File: src/rtl/mem_bus_ctrl.sv
// SRAM-style memory bus responder with programmable wait states.
// Optional MEM_BUS_EXT_WAIT_EN adds an external active-low wait input.
module mem_bus_ctrl #(
  parameter int unsigned WAIT_CYCLES = 1
) (
  input  logic        i_clk,
  input  logic        i_rst_n,
  input  logic        i_mem_rd,
  input  logic        i_mem_wr,
  input  logic [15:0] i_addr,
  input  logic [15:0] i_wdata,
  output logic [15:0] o_rdata,
  output logic        o_stall,
  output logic        o_err,
  output logic [15:0] o_bus_addr,
  output logic [15:0] o_bus_wdata,
  input  logic [15:0] i_bus_rdata,
`ifdef MEM_BUS_EXT_WAIT_EN
  input  logic        i_bus_wait_n,
`endif
  output logic        o_bus_cs_n,
  output logic        o_bus_oe_n,
  output logic        o_bus_we_n
);

  localparam logic [3:0] LP_WAIT = 4'(WAIT_CYCLES);

  typedef enum logic [2:0] {
    S_IDLE,
    S_SETUP,
    S_ACCESS,
    S_HOLD,
    S_DONE
  } state_t;

  state_t      r_state;
  state_t      w_next;
  logic [3:0]  r_cnt;
  logic        r_wr;
  logic        w_req;
  logic        w_acc_done;

  assign w_req = i_mem_rd | i_mem_wr;

`ifdef MEM_BUS_EXT_WAIT_EN
  assign w_acc_done = (r_cnt == 4'd0) & i_bus_wait_n;
`else
  assign w_acc_done = (r_cnt == 4'd0);
`endif

  always_comb begin
    w_next = r_state;
    unique case (r_state)
      S_IDLE:   if (w_req) w_next = S_SETUP;
      S_SETUP:  w_next = S_ACCESS;
      S_ACCESS: if (w_acc_done) w_next = S_HOLD;
      S_HOLD:   w_next = S_DONE;
      S_DONE:   w_next = S_IDLE;
      default:  w_next = S_IDLE;
    endcase
  end

  assign o_stall = ((r_state == S_IDLE) & w_req) |
                   (r_state == S_SETUP) |
                   (r_state == S_ACCESS) |
                   (r_state == S_HOLD);

  always_ff @(posedge i_clk or negedge i_rst_n) begin
    if (!i_rst_n) begin
      r_state     <= S_IDLE;
      r_cnt       <= 4'd0;
      r_wr        <= 1'b0;
      o_rdata     <= 16'd0;
      o_err       <= 1'b0;
      o_bus_addr  <= 16'd0;
      o_bus_wdata <= 16'd0;
      o_bus_cs_n  <= 1'b1;
      o_bus_oe_n  <= 1'b1;
      o_bus_we_n  <= 1'b1;
    end else begin
      r_state <= w_next;
      if ((r_state == S_IDLE) && w_req) begin
        o_bus_addr  <= i_addr;
        o_bus_wdata <= i_wdata;
        r_wr        <= i_mem_wr;
        o_err       <= i_mem_rd & i_mem_wr;
      end
      if (r_state == S_SETUP)
        r_cnt <= LP_WAIT;
      else if ((r_state == S_ACCESS) && (r_cnt != 4'd0))
        r_cnt <= r_cnt - 4'd1;
      if ((r_state == S_ACCESS) && w_acc_done && !r_wr)
        o_rdata <= i_bus_rdata;
      // strobes follow the state being entered
      o_bus_cs_n <= !((w_next == S_SETUP) ||
                      (w_next == S_ACCESS) ||
                      (w_next == S_HOLD));
      o_bus_oe_n <= !((w_next == S_ACCESS) && !r_wr);
      o_bus_we_n <= !((w_next == S_ACCESS) && r_wr);
    end
  end

endmodule

File: config.mk
export PLATFORM = sky130hd
export DESIGN_NAME = mem_bus_ctrl
export DESIGN_NICKNAME = d
export VERILOG_FILES = /design/src/rtl/mem_bus_ctrl.sv
export SDC_FILE = /design/constraint.sdc
export NUM_CORES = 1
export LEC_CHECK = 0
export ABC_AREA = 1
export BUFFER_PORTS_ARGS = -buffer_cell sky130_fd_sc_hd__buf_2
export CORE_ASPECT_RATIO = 1.5
export CORE_MARGIN = 10
export CORE_UTILIZATION = 47
export DETAILED_ROUTE_END_ITERATION = 10
export GPL_TIMING_DRIVEN = 0
export PLACE_DENSITY = 0.79
export SETUP_SLACK_MARGIN = 0.3
export SLEW_MARGIN = 25
export SYNTH_ARGS = -nofsm -noshare
export SYNTH_HDL_FRONTEND = slang
export SYNTH_SLANG_ARGS = --single-unit
File: constraint.sdc
create_clock -name i_clk -period 1.5 [get_ports i_clk]
set_input_delay 0.15 -clock i_clk [delete_from_list [all_inputs] [get_ports i_clk]]
set_output_delay 0.15 -clock i_clk [all_outputs]
set_load 0.005 [all_outputs]
After elaboration in Yosys (flattened, before gate mapping)
Index checks and enable logic that the tools add are counted.
{"block": "word_totals", "in_bits": 52, "regBits": 60, "wordCells": 44, "output_inout_bits": 53}
{"block": "op_classes", "n_mux": 5, "reduce_logical": 16, "add_sub_neg": 1, "eq_ne": 6, "bitwise": 6}
{"cell": "$eq 3x2->1 const B", "n": 4}
{"cell": "$pmux 3 s4", "n": 1}
{"cell": "$mux 4", "n": 2}
{"cell": "$eq 3x1->1 const B", "n": 2}
{"cell": "$logic_and 1x1->1", "n": 6}
{"cell": "$mux 3", "n": 2}
{"cell": "$logic_not 1->1", "n": 4}
{"cell": "$logic_not 4->1", "n": 1}
{"cell": "$or 1x1->1", "n": 4}
{"cell": "$reduce_bool 4->1", "n": 1}
{"cell": "$sub 4x1->4 const B", "n": 1}
{"cell": "$logic_not 3->1", "n": 1}
{"cell": "$and 1x1->1", "n": 2}
{"cell": "$logic_or 1x1->1", "n": 2}
{"cell": "$reduce_bool 2->1", "n": 1}

Longest topological paths before layout
Gate-level depths: netlist of run 1.
{"block": "logic_depth", "ltp_word": 7, "depth_mapped": 8, "mapped_depth_nobuf": 7}

Worst setup path after synthesis of run 1
Ideal clock, no wire load.
{"block": "synth_path", "path_kind": "reg2reg", "startpoint": "register r_cnt[0]", "endpoint": "register o_rdata[5]", "synth_period_minus_slack_ps": 1385, "stages_incl_launch_ff": 9, "arrival_time_ps": 1267, "required_ps": 1382, "n_path_buf": 1, "path_slack_ps": 115, "setup_time_ps": 118, "path_cell_list": "dfrtp_1 inv_1 ha_1 nand3_2 nor2_8 nand2_4 buf_6 nand2_1 nand2_1"}
{"block": "synth_between", "elab_chain_cells": 3}
{"item": "start: declaration", "line_no": "38", "text": "logic [3:0] r_cnt;"}
{"item": "start signal: assignment", "line_no": "91", "text": "r_cnt <= r_cnt - 4'd1;"}
{"item": "$logic_not 4->1", "line_no": "48", "text": "assign w_acc_done = (r_cnt == 4'd0);"}
{"item": "$logic_and 1x1->1 (2 in a row)", "line_no": "92", "text": "if ((r_state == S_ACCESS) && w_acc_done && !r_wr)"}
{"item": "end signal: assignment", "line_no": "93", "text": "o_rdata <= i_bus_rdata;"}
{"item": "end: declaration", "line_no": "12", "text": "output logic [15:0] o_rdata,"}
Every way passes these cells.
A chain may end at the register's enable or synchronous reset.

Worst setup path after layout of run 1
{"block": "layout_path", "startpoint": "register r_cnt[0]", "endpoint": "register o_rdata[12]"}
Same word-level chain as after synthesis.

==> results of run 1 <==
cell families after synthesis:
logic type / Yosys count / synth area share
buf+inv: 52 / 0.0920
simple gates: 121 / 0.221
flops: 60 / 0.605
xor+xnor: 1 / 0.00352
fa+ha+maj: 1 / 0.00503
compound gates: 36 / 0.0739
registers in the layout (all words and copies together) (netlist names):
signal and count:
o_bus_wdata 16, o_err 1, o_bus_cs_n 1, o_rdata 16, r_cnt 4, r_state 3
o_bus_oe_n 1, o_bus_we_n 1, o_bus_addr 16, r_wr 1
worst reg2reg max path: cells and delay by family, from the launching register on:
family                     cells  cell delay (ps)
buffers and inverters          2              250
and+or+nand+nor                5              460
adders and majority gates      1              150
DFF                            1              400
routing by layer:
metal  part of all wire  track usage
met1               0.37        0.158
met2               0.51        0.259
met3               0.12       0.0980
met4             0.0083       0.0411
met5                  0            0
timing repair:
action                                 4_1_cts  5_1_grt
hold buffers                                 1        0
gates cloned                                 5        0
gates resized for setup                     37       11
buffers inserted                             9        2
endpoints found under the hold margin       57        0
setup endpoints to repair                   57       59
pin swaps                                    3        1
power by group through the flow:
stage	sequential, uW	clock (uW)	combinational (uW)
final	2890	1580	3530
after global routing	2980	1670	4020
after CTS	2870	1610	3500
after detailed placement	2870	0	2980
after global placement	2840	0	2870
after floorplan	2930	0	1630
cell type report:
class	count	share of cell area
Sequential cell	60	0.424
Multi-Input combinational cell	159	0.230
Timing Repair Buffer	121	0.185
Inverter	41	0.0433
Clock buffer	11	0.0398
Buffer	11	0.0334
Tap cell	68	0.0239
Clock inverter	4	0.0208
placed cells by master (no fill, tap or decap), types with 2 or more instances in the layout:
master	synthesis	final
inv_1	40	37
o21ai_0	32	21
buf_4	0	11
bufinv_16	0	2
dfstp_2	3	3
buf_2	3	106
nand2_4	2	3
buf_6	4	9
inv_2	0	3
dfrtp_1	57	56
nor2_1	5	4
nand2_2	0	13
o21ai_1	3	14
nand2_1	83	69
nand3_1	25	25
nand3_4	1	2
clkbuf_8	0	13
worst max-delay path by stage:
stage                  end  slack, ps
2_1_floorplan   o_rdata[5]        220
3_3_place_gp    o_rdata[9]        100
3_5_place_dp   o_rdata[10]         60
4_1_cts        o_rdata[10]        170
5_1_grt        o_rdata[13]         60
6_report       o_rdata[12]        130
synth_stat cells, drive strengths merged:
cell / instances
dfrtp: 57
dfstp: 3
buf: 7
nor3: 1
nand3: 27
clkbuf: 4
inv: 40
a41oi: 1
nand2: 85
xor2: 1
nand3b: 1
ha: 1
clkinv: 1
o21ai: 35
nor2: 7
metrics by stage:
stage               utilization  std cells  instance area [um^2]  power [uW]  hold slack (ps)
finish                    0.694        475                  3560        8000             43.2
global route              0.694        475                  3560        8670             44.1
CTS                       0.686        473                  3510        7980             32.8
detailed placement        0.608        443                  3120        5850              267
global placement          0.608        443                  3110        5710              383
floorplan                     -        271                  2510        4560             -146
==> impl_metrics.yaml, run 1 <==
placed_design:
  io_buffers: 104
  place_ws_ps: 61.0
  gp_congestion: 0.770
  post-dp-hpwl_um: 4750
worst_setup_path:
  r2r-start: "r_cnt[0]"
  cp.arrival_ps: 1590
  cp_slowest_cell: "dfrtp_1"
  ff2ff_path_depth: 8
  worst-path-buf-inv: 2
  crit_cells: 8
  worstPathCellList: "inv_2 > ha_4 > nand3_4 > nor2_8 > nand2_4 > buf_6 > nand2_2 > nand2_1"
  endpoint_kind: "flop"
  r2r_slack_ps: 130
  worstSetupPathType: "reg -> reg"
  startpoint: "r_cnt[0]"
  slowest_delay_ps: 400
  required_ps: 1720
  r2r_end: "o_rdata[12]"
  crit_path_start_kind: "flop"
  cp_max_fo: 8
  critPathTopFamily: "simple AND/OR/NAND/NOR gates"
yosys:
  synth_top_area_share: 0.573
  synth_top_area_cell: "dfrtp_1"
  synth_nets: 324
  synth-seq-cells: 60
  yosys_warnings: 0
  syn_area_um2: 2490
  yosysUniqueCellTypes: 22
  seq_area_frac_synth: 0.605
  syn_inst: 271
  synth_area_leaders: "dfrtp_1 57%, nand2_1 13%, o21ai_0 6.4%"
  synth_area_per_cell_um2: 9.18
grt:
  antenna_found_initial: 0
  grt_pass1_wl_um: 10700
  overflow: 0
  grt_max_degree: 61
  grtUsageTotal: 0.155
  grt_pass1_vias: 2338
pwr:
  p_switching_uw: 2940
  comb_power_share: 0.441
  leakage_uw: 0.00202
  power.share.clock: 0.198
  cell_internal_pwr_uw: 5060
  ir_drop_mv: 1.39
  seq_power_share: 0.361
  switching_share: 0.367
  p_per_area_nw_per_um2: 2250
run_status:
  status: "finished, final reports clean"
timing:
  worst-slew-pin-transition_ps: 724
  fin_skew_ps: 10.3
  rsz0062_at_grt: "yes"
  tns_ps: 0
  setup_slack_ps: 127
  setup_viol: 0
  min_period_over_period: 0.915
  finalHoldViolations: 0
  fmax_mhz: 728
  min_period_ps: 1370
  slew_violations: 0
  slew_headroom: 0.518
clocking:
  clock_latency_ps: 330
  cts_made_buffers: 9
  root_buffer: "clkbuf_8"
  path_clk_slew_ps: 70
  cts_buffer_depth: 2
  htree_levels: 3
  clock-sinks: 60
  cts_tree: "built"
min_path:
  min_path_type: "in -> reg"
  hold_path_depth: 3
  hold_path.startpoint: "i_wdata[11]"
  whs_endpoint: "o_bus_wdata[11]"
die:
  dieArea_um2: 8670
  initial_core_util: 0.486
  core_area_um2: 5120
  dieHeight_um: 109
  die_w_um: 79.4
  rows: 32
  io_pins: 105
routing:
  vias: 2197
  wire_per_inst_um: 13.9
  postRouteAntennaNets: 0
  drt_wl_total_um: 6600
  drc_errors: 0
  avgViaCountPerCell: 4.63
  drt_iter0_drc: 118
  first_pass_iters: 4
final_layout:
  drive_gt1_frac: 0.428
  fillers: 407
  multi_input_area_um2: 817
  n_antenna_cell: 0
  syn2layout_area_growth_pct: 42.9
  seq_area_um2: 1510
  fin_nets: 456
run:
  maxCapViolations: 0
(Power assumes the default switching activity.)
==> inputs of run 2 (changes only) <==
MAX_ROUTING_LAYER = met4   (was default)
REMOVE_ABC_BUFFERS = 1   (was default)
==> run 2 against run 1 <==
First-iteration DRC count grew 26%. Critical endpoint is now o_bus_wdata[13]. Cell count unchanged. Die area unchanged. Global-route usage is 2.2 points higher.
==> impl_metrics.yaml, run 2 (synthesis results as in run 1) <==
routing:
  vias: 2376
  drt_iter0_drc: 149
  drc_errors: 0
  wire_per_inst_um: 17.2
  postRouteAntennaNets: 0
  drt_wl_total_um: 8150
  first_pass_iters: 4
  avgViaCountPerCell: 5.00
worst_setup_path:
  crit_path_start_kind: "flop"
  ff2ff_path_depth: 5
  endpoint_kind: "flop"
  cp_max_fo: 9
  required_ps: 1750
  worstSetupPathType: "reg -> reg"
  cp.arrival_ps: 1630
final_layout:
  stdcell_count: 475
  final_common_cell: "buf_2"
  n_antenna_cell: 0
  syn2layout_area_growth_pct: 48.3
  final_cell_mix: "103 x buf_2, 72 x nand2_1, 55 x dfrtp_1, 37 x inv_1, 24 x o21ai_1"
  drive_gt1_frac: 0.447
  fin_util: 0.720
  fin_nets: 456
  reg_top3: "o_bus_addr x16, o_bus_wdata x16, o_rdata x16"
die:
  dieHeight_um: 109
  die_w_um: 79.4
  initial_core_util: 0.486
  io_pins: 105
  core_area_um2: 5120
  dieArea_um2: 8670
  rows: 32
placed_design:
  gp_congestion: 0.734
  post-dp-hpwl_um: 4590
  io_buffers: 104
  dpl.cell_count: 432
timing:
  rsz0062_at_grt: "yes"
  fmax_mhz: 726
  setup_viol: 0
  min_period_over_period: 0.918
  slew_headroom: 0.510
  min_period_ps: 1380
  finalHoldViolations: 0
  fin_skew_ps: 10.3
  worst-slew-pin-transition_ps: 736
  tns_ps: 0
  slew_violations: 0
clocking:
  clock_latency_ps: 340
  htree_levels: 3
  root_buffer: "clkbuf_8"
  path_clk_slew_ps: 70
  cts_made_buffers: 9
  clock-sinks: 60
  cts_tree: "built"
  cts_buffer_depth: 2
pwr:
  leakage_uw: 0.00203
  ir_drop_mv: 1.41
  p_per_area_nw_per_um2: 2320
  p_total_uw: 8540
grt:
  grt_pass1_wl_um: 11500
  overflow: 0
  grt_max_degree: 61
  grtUsageTotal: 0.177
  grt_pass1_vias: 2229
  antenna_found_initial: 0
run_status:
  status: "finished, final reports clean"
min_path:
  hold_path_depth: 3
  min_path_type: "in -> reg"
run:
  maxCapViolations: 0
run 2: changes by cell type in the layout (fill, tap and decap cells not counted), moves of 4 or more:
cell     before  now
buf_6         9    5
o21ai_0      21    3
o21ai_2       0    8
o21ai_1      14   24
nand3_4       2   12
nand3_2       0    4
run 2: where the power goes:
part / internal [uW] / total, uW / switching (uW)
Sequential: 2440 / 2890 / 450
Combinational: 1800 / 4240 / 2450
Clock: 803 / 1410 / 607
Total: 5040 / 8540 / 3500
run 2: per-layer routing:
metal,part of all wire,vias to the layer above,global-route usage
met5,0,-,-
met4,0.039,0,0.0720
met3,0.049,23,0.0395
met2,0.54,74,0.300
met1,0.37,1141,0.195
li1,-,1138,-
run 2: worst max-delay path, stage by stage, from the launching register on:
cell and delay, ps:
dfrtp_2 440, nor2_4 130, buf_12 170, buf_12 130, nand3_4 160, o21ai_1 260
run 2: final timing paths:
path	slack (ps)	end	startpoint
setup / recovery	120	o_bus_wdata[13]	r_state[2]
hold / removal	30	o_bus_wdata[10]	i_wdata[10]
setup reg to reg	120	o_bus_wdata[13]	r_state[2]
hold reg to reg	470	o_rdata[13]	o_rdata[13]
max in group asynchronous	530	r_state[1]	i_rst_n
min in group asynchronous	430	o_bus_wdata[7]	i_rst_n
run 2: per-stage QoR:
step                cell area (um^2)  setup WS (ps)  hold slack [ps]
CTS                             3430            212             37.6
global placement                3020          -57.9              383
finish                          3690            122             33.4
global route                    3690           72.9             44.0
detailed placement              3020           -119              268
floorplan                       2410            129             -146
run 2: cell type report:
cell class,count,area (um^2)
timing repair buffer,121,709
sequential,60,1510
inverter,41,160
clock inverter,2,35.0
clock buffer,13,149
fill,412,1440
tap,68,85.1
multi-input combinational,170,1040
run 2: what timing repair did:
item,4_1_cts,5_1_grt
hold buffers,1,0
pin swaps,9,16
setup endpoints to repair,59,59
gates resized for setup,28,51
cloned,5,6
buffers inserted,10,6
endpoints found under the hold margin,57,0
